`src/rtl/diferential_cfg_loader.sv`:
```
// -----------------------------------------------------------------------------
// diferential_cfg_loader
// Serial configuration loader for the muxpga fabric. A framed bit stream is
// shifted MSB-first into a shadow register. It is then committed to o_cfg_out
// in one step, so the fabric never sees a partially loaded configuration.
//
// Optional feature macro: DIFERENTIAL_CFG_PARITY_EN
//   When defined, each frame carries one trailing even-parity bit. A frame that
//   fails the parity check sets o_cfg_error and is not committed.
//   When undefined, frames are exactly N bits and o_cfg_error is tied to 0.
//
// Ports:
//   i_clk         fabric clock, rising edge
//   i_rst_n       asynchronous active-low reset
//   i_cfg_start   one-cycle pulse; starts a frame and aborts any frame in flight
//   i_cfg_valid   qualifies i_cfg_data in the current cycle
//   i_cfg_data    serial configuration bit
//   o_cfg_out     committed configuration, N = ROWS*COLS*CFG_BITS bits;
//                 cell (r,c) = o_cfg_out[(r*COLS+c)*CFG_BITS +: CFG_BITS]
//   o_cfg_loaded  high once at least one frame has committed since reset
//   o_cfg_busy    high while a frame is in progress
//   o_cfg_error   last frame failed its parity check; sticky until next start
// -----------------------------------------------------------------------------
module diferential_cfg_loader #(
  parameter int unsigned ROWS     = 3,
  parameter int unsigned COLS     = 3,
  parameter int unsigned CFG_BITS = 4
) (
  input  logic                          i_clk,
  input  logic                          i_rst_n,
  input  logic                          i_cfg_start,
  input  logic                          i_cfg_valid,
  input  logic                          i_cfg_data,
  output logic [ROWS*COLS*CFG_BITS-1:0] o_cfg_out,
  output logic                          o_cfg_loaded,
  output logic                          o_cfg_busy,
  output logic                          o_cfg_error
);

  localparam int unsigned N  = ROWS * COLS * CFG_BITS;
  localparam int unsigned CW = $clog2(N + 1);

  localparam logic [1:0] ST_IDLE   = 2'd0;
  localparam logic [1:0] ST_SHIFT  = 2'd1;
  localparam logic [1:0] ST_COMMIT = 2'd2;
`ifdef DIFERENTIAL_CFG_PARITY_EN
  localparam logic [1:0] ST_PARITY = 2'd3;
`endif

  logic [1:0]    r_state,  w_state_d;
  logic [N-1:0]  r_shadow, w_shadow_d;
  logic [N-1:0]  r_out,    w_out_d;
  logic [CW-1:0] r_cnt,    w_cnt_d;
  logic          r_loaded, w_loaded_d;
  logic          w_last_bit;

`ifdef DIFERENTIAL_CFG_PARITY_EN
  logic          r_error,  w_error_d;
`endif

  // The bit accepted while the counter is N-1 completes the payload.
  assign w_last_bit = (r_cnt == CW'(N - 1));

  always_comb begin
    w_state_d  = r_state;
    w_shadow_d = r_shadow;
    w_out_d    = r_out;
    w_cnt_d    = r_cnt;
    w_loaded_d = r_loaded;
`ifdef DIFERENTIAL_CFG_PARITY_EN
    w_error_d  = r_error;
`endif

    if (i_cfg_start) begin
      // Start wins in every state; the data bit in this cycle is dropped.
      w_state_d  = ST_SHIFT;
      w_shadow_d = '0;
      w_cnt_d    = '0;
`ifdef DIFERENTIAL_CFG_PARITY_EN
      w_error_d  = 1'b0;
`endif
    end else begin
      case (r_state)
        ST_SHIFT: begin
          if (i_cfg_valid) begin
            w_shadow_d = {r_shadow[N-2:0], i_cfg_data};
            w_cnt_d    = r_cnt + CW'(1);
            if (w_last_bit) begin
`ifdef DIFERENTIAL_CFG_PARITY_EN
              w_state_d = ST_PARITY;
`else
              w_state_d = ST_COMMIT;
`endif
            end
          end
        end
`ifdef DIFERENTIAL_CFG_PARITY_EN
        ST_PARITY: begin
          if (i_cfg_valid) begin
            // Even parity over payload plus parity bit.
            if ((^r_shadow) ^ i_cfg_data) begin
              w_error_d = 1'b1;
              w_state_d = ST_IDLE;
            end else begin
              w_state_d = ST_COMMIT;
            end
          end
        end
`endif
        ST_COMMIT: begin
          w_out_d    = r_shadow;
          w_loaded_d = 1'b1;
          w_state_d  = ST_IDLE;
        end
        default: begin
          // Idle ignores cfg_valid entirely.
          w_state_d = ST_IDLE;
        end
      endcase
    end
  end

  always_ff @(posedge i_clk or negedge i_rst_n) begin
    if (!i_rst_n) begin
      r_state  <= ST_IDLE;
      r_shadow <= '0;
      r_out    <= '0;
      r_cnt    <= '0;
      r_loaded <= 1'b0;
`ifdef DIFERENTIAL_CFG_PARITY_EN
      r_error  <= 1'b0;
`endif
    end else begin
      r_state  <= w_state_d;
      r_shadow <= w_shadow_d;
      r_out    <= w_out_d;
      r_cnt    <= w_cnt_d;
      r_loaded <= w_loaded_d;
`ifdef DIFERENTIAL_CFG_PARITY_EN
      r_error  <= w_error_d;
`endif
    end
  end

  assign o_cfg_out    = r_out;
  assign o_cfg_loaded = r_loaded;
  assign o_cfg_busy   = (r_state != ST_IDLE);
`ifdef DIFERENTIAL_CFG_PARITY_EN
  assign o_cfg_error  = r_error;
`else
  assign o_cfg_error  = 1'b0;
`endif

endmodule

```
`config.mk`:
```
export PLATFORM = sky130hd
export DESIGN_NAME = diferential_cfg_loader
export DESIGN_NICKNAME = d
export VERILOG_FILES = /design/src/rtl/diferential_cfg_loader.sv
export SDC_FILE = /design/constraint.sdc
export NUM_CORES = 1
export LEC_CHECK = 0
export ABC_AREA = 1
export CAP_MARGIN = 0
export CORE_MARGIN = 3
export CORE_UTILIZATION = 25
export DETAILED_ROUTE_END_ITERATION = 8
export DONT_BUFFER_PORTS = 1
export GPL_ROUTABILITY_DRIVEN = 0
export PLACE_DENSITY = 0.49
export REMOVE_ABC_BUFFERS = 1
export SLEW_MARGIN = 15
export SYNTH_ARGS = -nofsm -noshare
export SYNTH_HDL_FRONTEND = slang
export SYNTH_SLANG_ARGS = --single-unit
```
`constraint.sdc`:
```
create_clock -name i_clk -period 2.9 [get_ports i_clk]
set_clock_uncertainty 0.2 [all_clocks]
set_input_delay 0.29 -clock i_clk [delete_from_list [all_inputs] [get_ports i_clk]]
set_output_delay 0.29 -clock i_clk [all_outputs]
set_load 0.1 [all_outputs]
```
==> results.yml <==
run_status:
  status: "complete, no violations"
route:
  first_pass_iters: 4
  wl_per_cell_um: 13.5
  drc: 0
  ant_nets: 0
  first_iter_violations: 122
  routed_wl_um: 6700
  route.vias.total: 2099
  vias_per_cell: 4.21
cells_and_area:
  antenna_cells: 0
  area_delta_synth_final_pct: 15.3
  fillers: 1323
  drive_gt1_frac: 0.100
  final_area_mm2: 0.00373
  final_net_count: 332
  register_area_mm2: 0.00203
  multi_input_area_um2: 932
placement:
  hpwl_um: 3920
  numPortBuffers: 0
  dpl_cell_area_mm2: 0.00333
clocking:
  clk_pin_slew_ns: 0.06
  clock-root-buffer: "clkbuf_16"
  post_cts_buffers: 0
  insertion_delay_ns: 0.33
  cts.sinks: 81
  cts_buffer_depth: 2
  tritoncts: "done"
  numCtsBuffers: 9
  h-tree-depth: 3
floorplan:
  dieArea_mm2: 0.0143
  fp-row-count: 40
  initial_core_util: 0.263
  core_area_mm2: 0.0123
  die_w_um: 120
  boundaryPins: 44
  die_h_um: 120
timing:
  tightest_slew_ns: 0.953
  relSlewSlack: 0.365
  period_minus_slack_ns: 2.04
  final-max-slew-violation-count: 0
  tns_ns: 0
  hold_violations: 0
  rsz0062_at_grt: "false"
  setup_viol: 0
  fin_crit_sh: 0.702
  fmaxAchievable_mhz: 491
power_and_ir_drop:
  vdd_drop_max_uv: 217
  p_leak_nw: 1.59
  finalPower_mw: 2.47
  power_density_mw_per_mm2: 662
logic_synthesis:
  synth-xor-area-share: 0.00271
  synth.distinct_cells: 23
  synthFlopType: "dfrtp_1"
  synth_top_area_share: 0.626
  postSynthCellCount: 328
  ys.warnings.count: 0
  yosysTopAreaCell: "dfrtp_1"
  synth_top_family_by_area: "simple AND/OR/NAND/NOR gates"
  synth_edf_count: 0
  synth_fa_ha_area_frac: 0.00387
  synthesis.area_mm2: 0.00324
  synth_commonest_cells: "81 x dfrtp_1, 59 x o21ai_0, 50 x nand2_1"
  synth_mux_area_frac: 0
  synth_area_leaders: "dfrtp_1 63%, o21ai_0 9.1%, nand3_1 6.0%"
  synth_seq_cells: 81
  yosysMostFrequentCell: "dfrtp_1"
  synth_compound_area_frac: 0.129
  ys_seq_area_frac: 0.626
  synth_simple_gate_area_frac: 0.151
  async_flop_share: 1.00
  avgSynthCellArea_um2: 9.86
global_routing:
  grt_max_degree: 82
  grt_pass1_wl_um: 11200
  grtUsageTotal: 0.0995
  grt_pass1_vias: 2108
  antenna_found_initial: 0
  grt-ovfl-total: 0
critical_path:
  worstPathCellList: "inv_1 -> nand2_1"
  worstPathRequired_ns: 2.41
  critPathMaxFanout: 3
  slowest_stage: "nand2_1"
  setup.worst_path.class: "flop to output pin"
  worstPathArrival_ns: 1.55
  cp-start-kind: "flop"
  worstSetupEndpointType: "output pin"
  cpPeakStageDelay_ns: 0.70
worst_hold_path:
  hp-class: "input pin to flop"
run:
  drv_cap: 0
-- flip-flops by register name (all words and copies together), names as in the netlist --
name          flops
r_shadow         36
r_state           2
r_cnt             6
o_cfg_out        36
o_cfg_loaded      1
-- path summary, 6_finish.rpt --
path                                    from           end  slack, ns  depth (start not counted)
min in group asynchronous            i_rst_n      r_cnt[0]       0.34                          2
worst max register to register    r_state[0]  o_cfg_out[1]       1.12                          3
max in group asynchronous            i_rst_n  o_cfg_out[4]       1.83                          2
worst min register to register  r_shadow[34]  r_shadow[35]       0.31                          2
worst min-delay path             i_cfg_valid      r_cnt[1]       0.06                          3
worst max-delay path              r_state[0]    o_cfg_busy       0.86                          2
-- cells in the final DEF, fill, tap and decap left out, drive strengths merged, types with 2 or more instances in the layout --
cell type / count
bufinv: 2
a21oi: 3
clkbuf: 11
inv: 42
nand3: 41
nand2: 51
o21ai: 73
dfrtp: 81
nor2: 13
dlygate4sd3: 4
buf: 2
-- layer usage --
metal	part of all wire	GRT usage	wire, um	up-vias
li1	-	-	-	1054
met1	0.48	0.130	3230	1000
met2	0.45	0.151	3040	41
met3	0.057	0.0415	379	4
met4	0.0081	0.0301	54	0
met5	0	0	0	-
-- timing repair --
action	4_1_cts	5_1_grt
hold buffers	5	0
endpoints found under the hold margin	86	0
resized for setup	0	0
-- area by class of cell --
type	count	area share
clock inverter	4	0.0205
timing repair buffer	6	0.0201
sequential	81	0.543
inverter	42	0.0423
clock buffer	11	0.0677
multi-input combinational	186	0.250
tap	168	0.0563
-- report_power, final --
| part | internal (mW) | switching [mW] |
|---|---|---|
| clock network | 0.797 | 0.437 |
| logic | 0.0170 | 0.0802 |
| registers | 1.14 | 0.00452 |
| total | 1.95 | 0.522 |
-- worst max-delay path, delay by kind of cell, from the launching register on --
| family | cells | cell delay [ns] |
|---|---|---|
| and+or+nand+nor | 1 | 0.70 |
| DFF | 1 | 0.42 |
| buffers and inverters | 1 | 0.11 |
-- stage by stage --
step / utilization / hold WS [ns] / cells / setup slack (ns)
detailed placement: 0.271 / -0.203 / 478 / 0.933
global placement: 0.271 / -0.201 / 478 / 1.00
floorplan: - / -0.206 / 309 / 1.13
global route: 0.303 / 0.0688 / 498 / 0.765
finish: 0.303 / 0.0601 / 498 / 0.863
CTS: 0.303 / 0.0505 / 498 / 0.829
-- logic make-up after synthesis --
kind of cell    after synthesis
buf+inv                      61
xor+xnor                      1
flops                        81
fa+ha+maj                     1
other cells                   1
compound gates               76
simple gates                107
Note: power is estimated with default switching activity, not from simulation.
